$ cat src/rtl/subtractor_nbit_serial.sv
// Bit-serial A - B, LSB first, built on one time-multiplexed adder_1bit cell.
// Optional signed-overflow output Ovf is enabled by SUBTRACTOR_NBIT_SERIAL_OVF_EN.

module adder_1bit #(
  parameter int IMPL_TYPE = 0
) (
  input  logic a,
  input  logic b,
  input  logic cin,
  output logic sum,
  output logic cout
);
  generate
    if (IMPL_TYPE == 0) begin : g_gate
      assign sum  = a ^ b ^ cin;
      assign cout = (a & b) | (cin & (a ^ b));
    end else begin : g_behav
      logic [1:0] total;
      assign total = {1'b0, a} + {1'b0, b} + {1'b0, cin};
      assign sum   = total[0];
      assign cout  = total[1];
    end
  endgenerate
endmodule

module subtractor_nbit_serial #(
  parameter int WIDTH     = 32,
  parameter int IMPL_TYPE = 0
) (
  input  logic             clk,
  input  logic             rst,
  input  logic             start,
  input  logic [WIDTH-1:0] A,
  input  logic [WIDTH-1:0] B,
  output logic             busy,
  output logic             done,
  output logic [WIDTH-1:0] Diff,
  output logic             Borrow
`ifdef SUBTRACTOR_NBIT_SERIAL_OVF_EN
  ,
  output logic             Ovf
`endif
);
  localparam int CW = (WIDTH > 1) ? $clog2(WIDTH) : 1;
  localparam logic [CW-1:0] LAST = CW'(WIDTH - 1);

  typedef enum logic {IDLE, RUN} state_t;

  state_t           state_reg, state_next;
  logic [WIDTH-1:0] sa_reg, sa_next;
  logic [WIDTH-1:0] sb_reg, sb_next;
  logic [WIDTH-1:0] sd_reg, sd_next;
  logic [WIDTH-1:0] diff_reg, diff_next;
  logic [WIDTH-1:0] sd_shift;
  logic [CW-1:0]    cnt_reg, cnt_next;
  logic             c_reg, c_next;
  logic             done_reg, done_next;
  logic             borrow_reg, borrow_next;
  logic             sum, cout;

  // Subtraction as A + ~B + 1: the +1 comes from presetting the carry.
  adder_1bit #(.IMPL_TYPE(IMPL_TYPE)) u_cell (
    .a    (sa_reg[0]),
    .b    (~sb_reg[0]),
    .cin  (c_reg),
    .sum  (sum),
    .cout (cout)
  );

`ifdef SUBTRACTOR_NBIT_SERIAL_OVF_EN
  logic ovf_reg, ovf_next;
  assign Ovf = ovf_reg;
`endif

  always_ff @(posedge clk or posedge rst) begin
    if (rst) begin
      state_reg  <= IDLE;
      sa_reg     <= '0;
      sb_reg     <= '0;
      sd_reg     <= '0;
      diff_reg   <= '0;
      cnt_reg    <= '0;
      c_reg      <= 1'b0;
      done_reg   <= 1'b0;
      borrow_reg <= 1'b0;
`ifdef SUBTRACTOR_NBIT_SERIAL_OVF_EN
      ovf_reg    <= 1'b0;
`endif
    end else begin
      state_reg  <= state_next;
      sa_reg     <= sa_next;
      sb_reg     <= sb_next;
      sd_reg     <= sd_next;
      diff_reg   <= diff_next;
      cnt_reg    <= cnt_next;
      c_reg      <= c_next;
      done_reg   <= done_next;
      borrow_reg <= borrow_next;
`ifdef SUBTRACTOR_NBIT_SERIAL_OVF_EN
      ovf_reg    <= ovf_next;
`endif
    end
  end

  always_comb begin
    state_next  = state_reg;
    sa_next     = sa_reg;
    sb_next     = sb_reg;
    sd_next     = sd_reg;
    diff_next   = diff_reg;
    cnt_next    = cnt_reg;
    c_next      = c_reg;
    done_next   = 1'b0;
    borrow_next = borrow_reg;
`ifdef SUBTRACTOR_NBIT_SERIAL_OVF_EN
    ovf_next    = ovf_reg;
`endif
    sd_shift           = sd_reg >> 1;
    sd_shift[WIDTH-1]  = sum;

    case (state_reg)
      IDLE: begin
        if (start) begin
          sa_next    = A;
          sb_next    = B;
          c_next     = 1'b1;
          cnt_next   = '0;
          state_next = RUN;
        end
      end
      RUN: begin
        sa_next  = sa_reg >> 1;
        sb_next  = sb_reg >> 1;
        sd_next  = sd_shift;
        c_next   = cout;
        cnt_next = cnt_reg + CW'(1);
        if (cnt_reg == LAST) begin
          // c_reg is the carry into the MSB on this final cycle.
          diff_next   = sd_shift;
          borrow_next = ~cout;
`ifdef SUBTRACTOR_NBIT_SERIAL_OVF_EN
          ovf_next    = c_reg ^ cout;
`endif
          done_next   = 1'b1;
          cnt_next    = '0;
          state_next  = IDLE;
        end
      end
      default: state_next = IDLE;
    endcase
  end

  assign busy   = (state_reg == RUN);
  assign done   = done_reg;
  assign Diff   = diff_reg;
  assign Borrow = borrow_reg;
endmodule

$ cat config.mk
export PLATFORM = sky130hd
export DESIGN_NAME = subtractor_nbit_serial
export DESIGN_NICKNAME = d
export VERILOG_FILES = /design/src/rtl/subtractor_nbit_serial.sv
export SDC_FILE = /design/constraint.sdc
export NUM_CORES = 1
export LEC_CHECK = 0
export CAP_MARGIN = 20
export CORE_MARGIN = 8
export CORE_UTILIZATION = 45
export CTS_CLUSTER_DIAMETER = 200
export DETAILED_ROUTE_END_ITERATION = 7
export DONT_BUFFER_PORTS = 1
export GPL_TIMING_DRIVEN = 0
export MAX_ROUTING_LAYER = met4
export SLEW_MARGIN = 0
export SYNTH_ARGS = -nofsm -noshare
export SYNTH_HDL_FRONTEND = slang
export SYNTH_HIERARCHICAL = 1
export SYNTH_SLANG_ARGS = --single-unit
$ cat constraint.sdc
create_clock -name clk -period 15.39 [get_ports clk]
set_input_delay 3.8475 -clock clk [delete_from_list [all_inputs] [get_ports clk]]
set_output_delay 3.8475 -clock clk [all_outputs]
set_load 0.05 [all_outputs]
Word level (Yosys, flattened, before mapping)
Index checks and enable logic that the tools add are counted.
Widths: inputs -> output; s select.
{ "op_classes": {"n_eq_ne": 2, "n_reduce_logical": 1, "mux": 14, "bitwise_logic": 8, "n_addsub": 1} }
{ "op_table": {"columns": ["operator", "count"], "rows": [
  ["$pmux 32 s2", 2],
  ["$mux 32", 2],
  ["$mux 5", 2],
  ["$pmux 5 s2", 1],
  ["$add 5x1->5 const B", 1],
  ["$eq 5x5->1 const B", 1],
  ["$mux 1", 5],
  ["$pmux 1 s2", 2],
  ["$not 1->1", 3],
  ["$and 1x1->1", 2],
  ["$ne 2x2->1 const B", 1],
  ["$reduce_and 2->1", 1],
  ["$xor 1x1->1", 2],
  ["$or 1x1->1", 1]
]} }
{ "word_totals": {"in_bits": 67, "word_cells": 35, "output_inout_bits": 35, "register_bits": 137} }

Longest topological paths before layout
{ "logic_depth": {"depth_word": 5, "depth_mapped": 7, "mapped_depth_nobuf": 6} }

Modules after synthesis
Netlist, hierarchy kept.
{ "by_module_without_submodules": {"columns": ["mod", "area_per_inst_um2", "cells_per_inst", "seq_area_each_um2", "n_inst"], "rows": [
  ["subtractor_nbit_serial", 5761.8, 449, 3403.3, 1],
  ["adder_1bit", 20.0, 1, 0.0, 1]
]} }

Least setup slack after synthesis
Ideal clock, no wire load.
{ "synth_path": {"kind": "input port to flip-flop", "start": "input start", "end": "register sa_reg[0]", "t_arrival_ns": 4.479, "setup_slack_ns": 10.777, "required_ns": 15.257, "setup_time_ns": 0.133, "n_path_buf": 2, "path_stages": 4, "cell_sequence": "buf_2 > buf_2 > mux2i_1 > o21ai_0"} }
{ "synth_between": {"elab_chain_cells": 1} }
{ "synth_lines": {"columns": ["item", "line", "text"], "rows": [
  ["start, declared", "32", "input logic start,"],
  ["$ne 2x2->1 (no source line)", null, null],
  ["end signal, assigned", "91", "sa_reg <= sa_next;"],
  ["end, declared", "50", "logic [WIDTH-1:0] sa_reg, sa_next;"]
]} }
Every way passes these cells.
A chain may end at the register's enable or synchronous reset.

Final worst setup path
{ "layout_path": {"start": "register state_reg (netlist: busy)", "end": "output busy"} }
{ "layout_rtl": {"columns": ["item", "line", "text"], "rows": [
  ["start, declared", "49", "state_t state_reg, state_next;"],
  ["start signal, assigned", "90", "state_reg <= state_next;"],
  ["end, declared", "35", "output logic busy,"]
]} }
No word-level cell between the ends.

==> flow_metrics.py <==
metrics = {
    "outcome": {
        "run_status": "complete, no violations",
    },
    "routing": {
        "drt_iter0_markers": 182,
        "first_pass_iters": 5,
        "wl_um": 11400,
        "vias": 3395,
        "via_per_inst": 5.19,
        "drc": 0,
        "wire_per_inst_um": 17.5,
        "drtAntennaViolNets": 0,
    },
    "placed_design": {
        "place_area_um2": 6030,
        "port_buffers": 0,
        "hpwl_um": 8140,
        "place_congestion": 0.774,
        "dp_slack_ns": 10.54,
    },
    "logic_synthesis": {
        "synth_top_area_share": 0.589,
        "synth_seq_area_share": 0.589,
        "yosysWarnings": 6,
        "ys_ff_latch": 136,
        "syn_nets": 521,
        "async_reset_ff_frac": 1.00,
        "yosysTopAreaCell": "dfrtp_1",
        "syn-instance-count": 450,
        "synth.distinct_cells": 21,
        "synth-edff-count": 0,
        "netlist_area_um2": 5780,
        "synth_area_per_cell_um2": 12.8,
        "ys.flop_type": "dfrtp_1",
        "ys_top_cells_by_area": "dfrtp_1 (59%), mux2i_1 (11%), mux2_4 (7.3%)",
    },
    "timing": {
        "slew_viol_final": 0,
        "setup-tns-final_ns": 0,
        "setup_viol": 0,
        "fmax_mhz": 196,
        "rsz0062_at_grt": "no",
        "fin_crit_ns": 5.11,
        "fin_hold_ws_ns": 0.477,
        "post-route-period-util": 0.332,
        "finClkSkew_ns": 0.00470,
        "hold_violations": 0,
        "fin_ws_ns": 10.28,
        "tightest_slew_ns": 0.795,
        "slew_headroom": 0.470,
    },
    "global_route": {
        "grt_overflow": 0,
        "grt.total_usage": 0.151,
        "grt_pass1_wl_um": 18900,
        "grt_max_degree": 71,
        "antenna_found_initial": 0,
        "grt_pass1_vias": 3586,
    },
    "floorplanning": {
        "rows": 41,
        "ios": 102,
        "coreArea_um2": 12600,
        "die_height_um": 129,
        "initial_core_util": 0.460,
        "dieArea_um2": 16700,
        "fp.dieW_um": 129,
    },
    "critical_path": {
        "worstPathArrival_ns": 1.27,
        "cp-end-kind": "output port",
        "crit_type": "flop to output port",
        "worst-path-max-fanout": 8,
        "cp-start-kind": "flop",
        "required_ns": 11.54,
        "r2r-start": "busy$_DFF_PP0_",
        "setup.worst_path.start": "busy$_DFF_PP0_",
    },
    "job": {
        "drv_cap": 0,
    },
    "min_path": {
        "hold_start": "sa_reg[1]$_DFFE_PP0P_",
        "hold_class": "flop to flop",
    },
    "clock_network": {
        "clock_path_buffers": 2,
        "cts_sinks": 136,
        "holdBufCountCts": 0,
        "cts_setup_buffers": 0,
        "cts_made_buffers": 17,
        "path_clk_slew_ns": 0.05,
        "ctsRootBufferMaster": "clkbuf_16",
        "cts.htree.levels": 4,
        "ctsResizeCount": 0,
        "cts_tree": "yes",
        "insertion_delay_ns": 0.41,
    },
    "finish": {
        "final_area_um2": 6680,
        "drive_above_1_share": 0.243,
        "nets": 541,
        "area.growth.synth_to_final_pct": 15.5,
        "antennaDiodeCount": 0,
    },
    "pwr": {
        "peakVddDrop_mv": 0.0813,
        "power_uw": 1430,
        "power_density_nw_per_um2": 213,
        "p_leak_uw": 0.00324,
    },
}
[final timing paths]
kind                                          end  cells past startpoint  slack (ns)
min in group asynchronous    Diff[17]$_DFFE_PP0P_                      1        3.40
max                                          busy                      0       10.28
max reg2reg                 sd_reg[5]$_DFFE_PP0P_                      3       13.48
max in group asynchronous  sa_reg[29]$_DFFE_PP0P_                      2       11.23
min reg2reg                 sa_reg[0]$_DFFE_PP0P_                      2        0.48
min                         sa_reg[0]$_DFFE_PP0P_                      2        0.48
[report_power, final]
| group | leakage, µW | total, µW | switching [µW] | internal, µW |
|---|---|---|---|---|
| logic | 0.00117 | 269 | 112 | 156 |
| clock network | 0.000318 | 437 | 142 | 296 |
| registers | 0.00176 | 720 | 221 | 499 |
| total | 0.00324 | 1430 | 475 | 951 |
[stage by stage]
step           std cells   util
6_report             654  0.531
3_5_place_dp         623  0.480
4_1_cts              654  0.531
3_3_place_gp         622  0.477
5_1_grt              654  0.531
2_1_floorplan        450      -
[synthesized netlist by cell type (2+ instances only)]
cell      number
mux2_4        28
o21ai_0       66
nand2_1       66
clkbuf_1       8
mux2i_1       64
inv_1          5
ha_1           3
dfrtp_1      136
o32ai_1        2
nor2_1         6
buf_2         15
xnor2_1        2
buf_6          3
mux2_2        35
nand2b_1       3
buf_4          3
[routing by layer]
metal,routed length [µm],part of all wire,track usage
met5,0,0,-
met4,146,0.013,0.0491
met3,869,0.076,0.0686
met2,5330,0.47,0.222
met1,5090,0.45,0.182
[tightest hold or removal path, stage by stage (launching register included)]
cell and delay, ns:
dfrtp_1 0.34, nand2_1 0.05, o21ai_0 0.06
[kinds of logic after synthesis]
logic type	Yosys count	share of synthesized area
buffers and inverters	34	0.0312
AOI/OAI and AO/OA	69	0.0617
xor gates and xnor gates	2	0.00303
adders and majority gates	4	0.00996
and+or+nand+nor	78	0.0539
muxes	127	0.252
DFF	136	0.589
[cell type report]
| type | instances | area, µm² |
|---|---|---|
| Buffer | 29 | 161 |
| Clock buffer | 24 | 512 |
| Clock inverter | 7 | 138 |
| Fill cell | 1083 | 5890 |
| Inverter | 5 | 23.8 |
| Multi-Input combinational cell | 280 | 2200 |
| Sequential cell | 136 | 3400 |
| Tap cell | 172 | 215 |
| Timing Repair Buffer | 1 | 27.5 |
[placed cells by master, fill, tap and decap left out]
cell type	n
dfrtp_1	136
nand2_1	66
o21ai_0	66
mux2i_1	64
mux2_2	35
mux2_4	28
clkbuf_16	17
buf_2	15
clkbuf_1	9
nor2_1	6
clkbuf_8	6
inv_1	4
bufinv_16	4
buf_4	3
buf_6	3
nand2b_1	3
ha_1	3
xnor2_1	2
o32ai_1	2
clkinv_2	2
and3_1	1
nand2_4	1
inv_6	1
a22o_1	1
nand3_1	1
clkinvlp_4	1
buf_16	1
fa_1	1
Note: power is estimated with default switching activity, not from simulation.
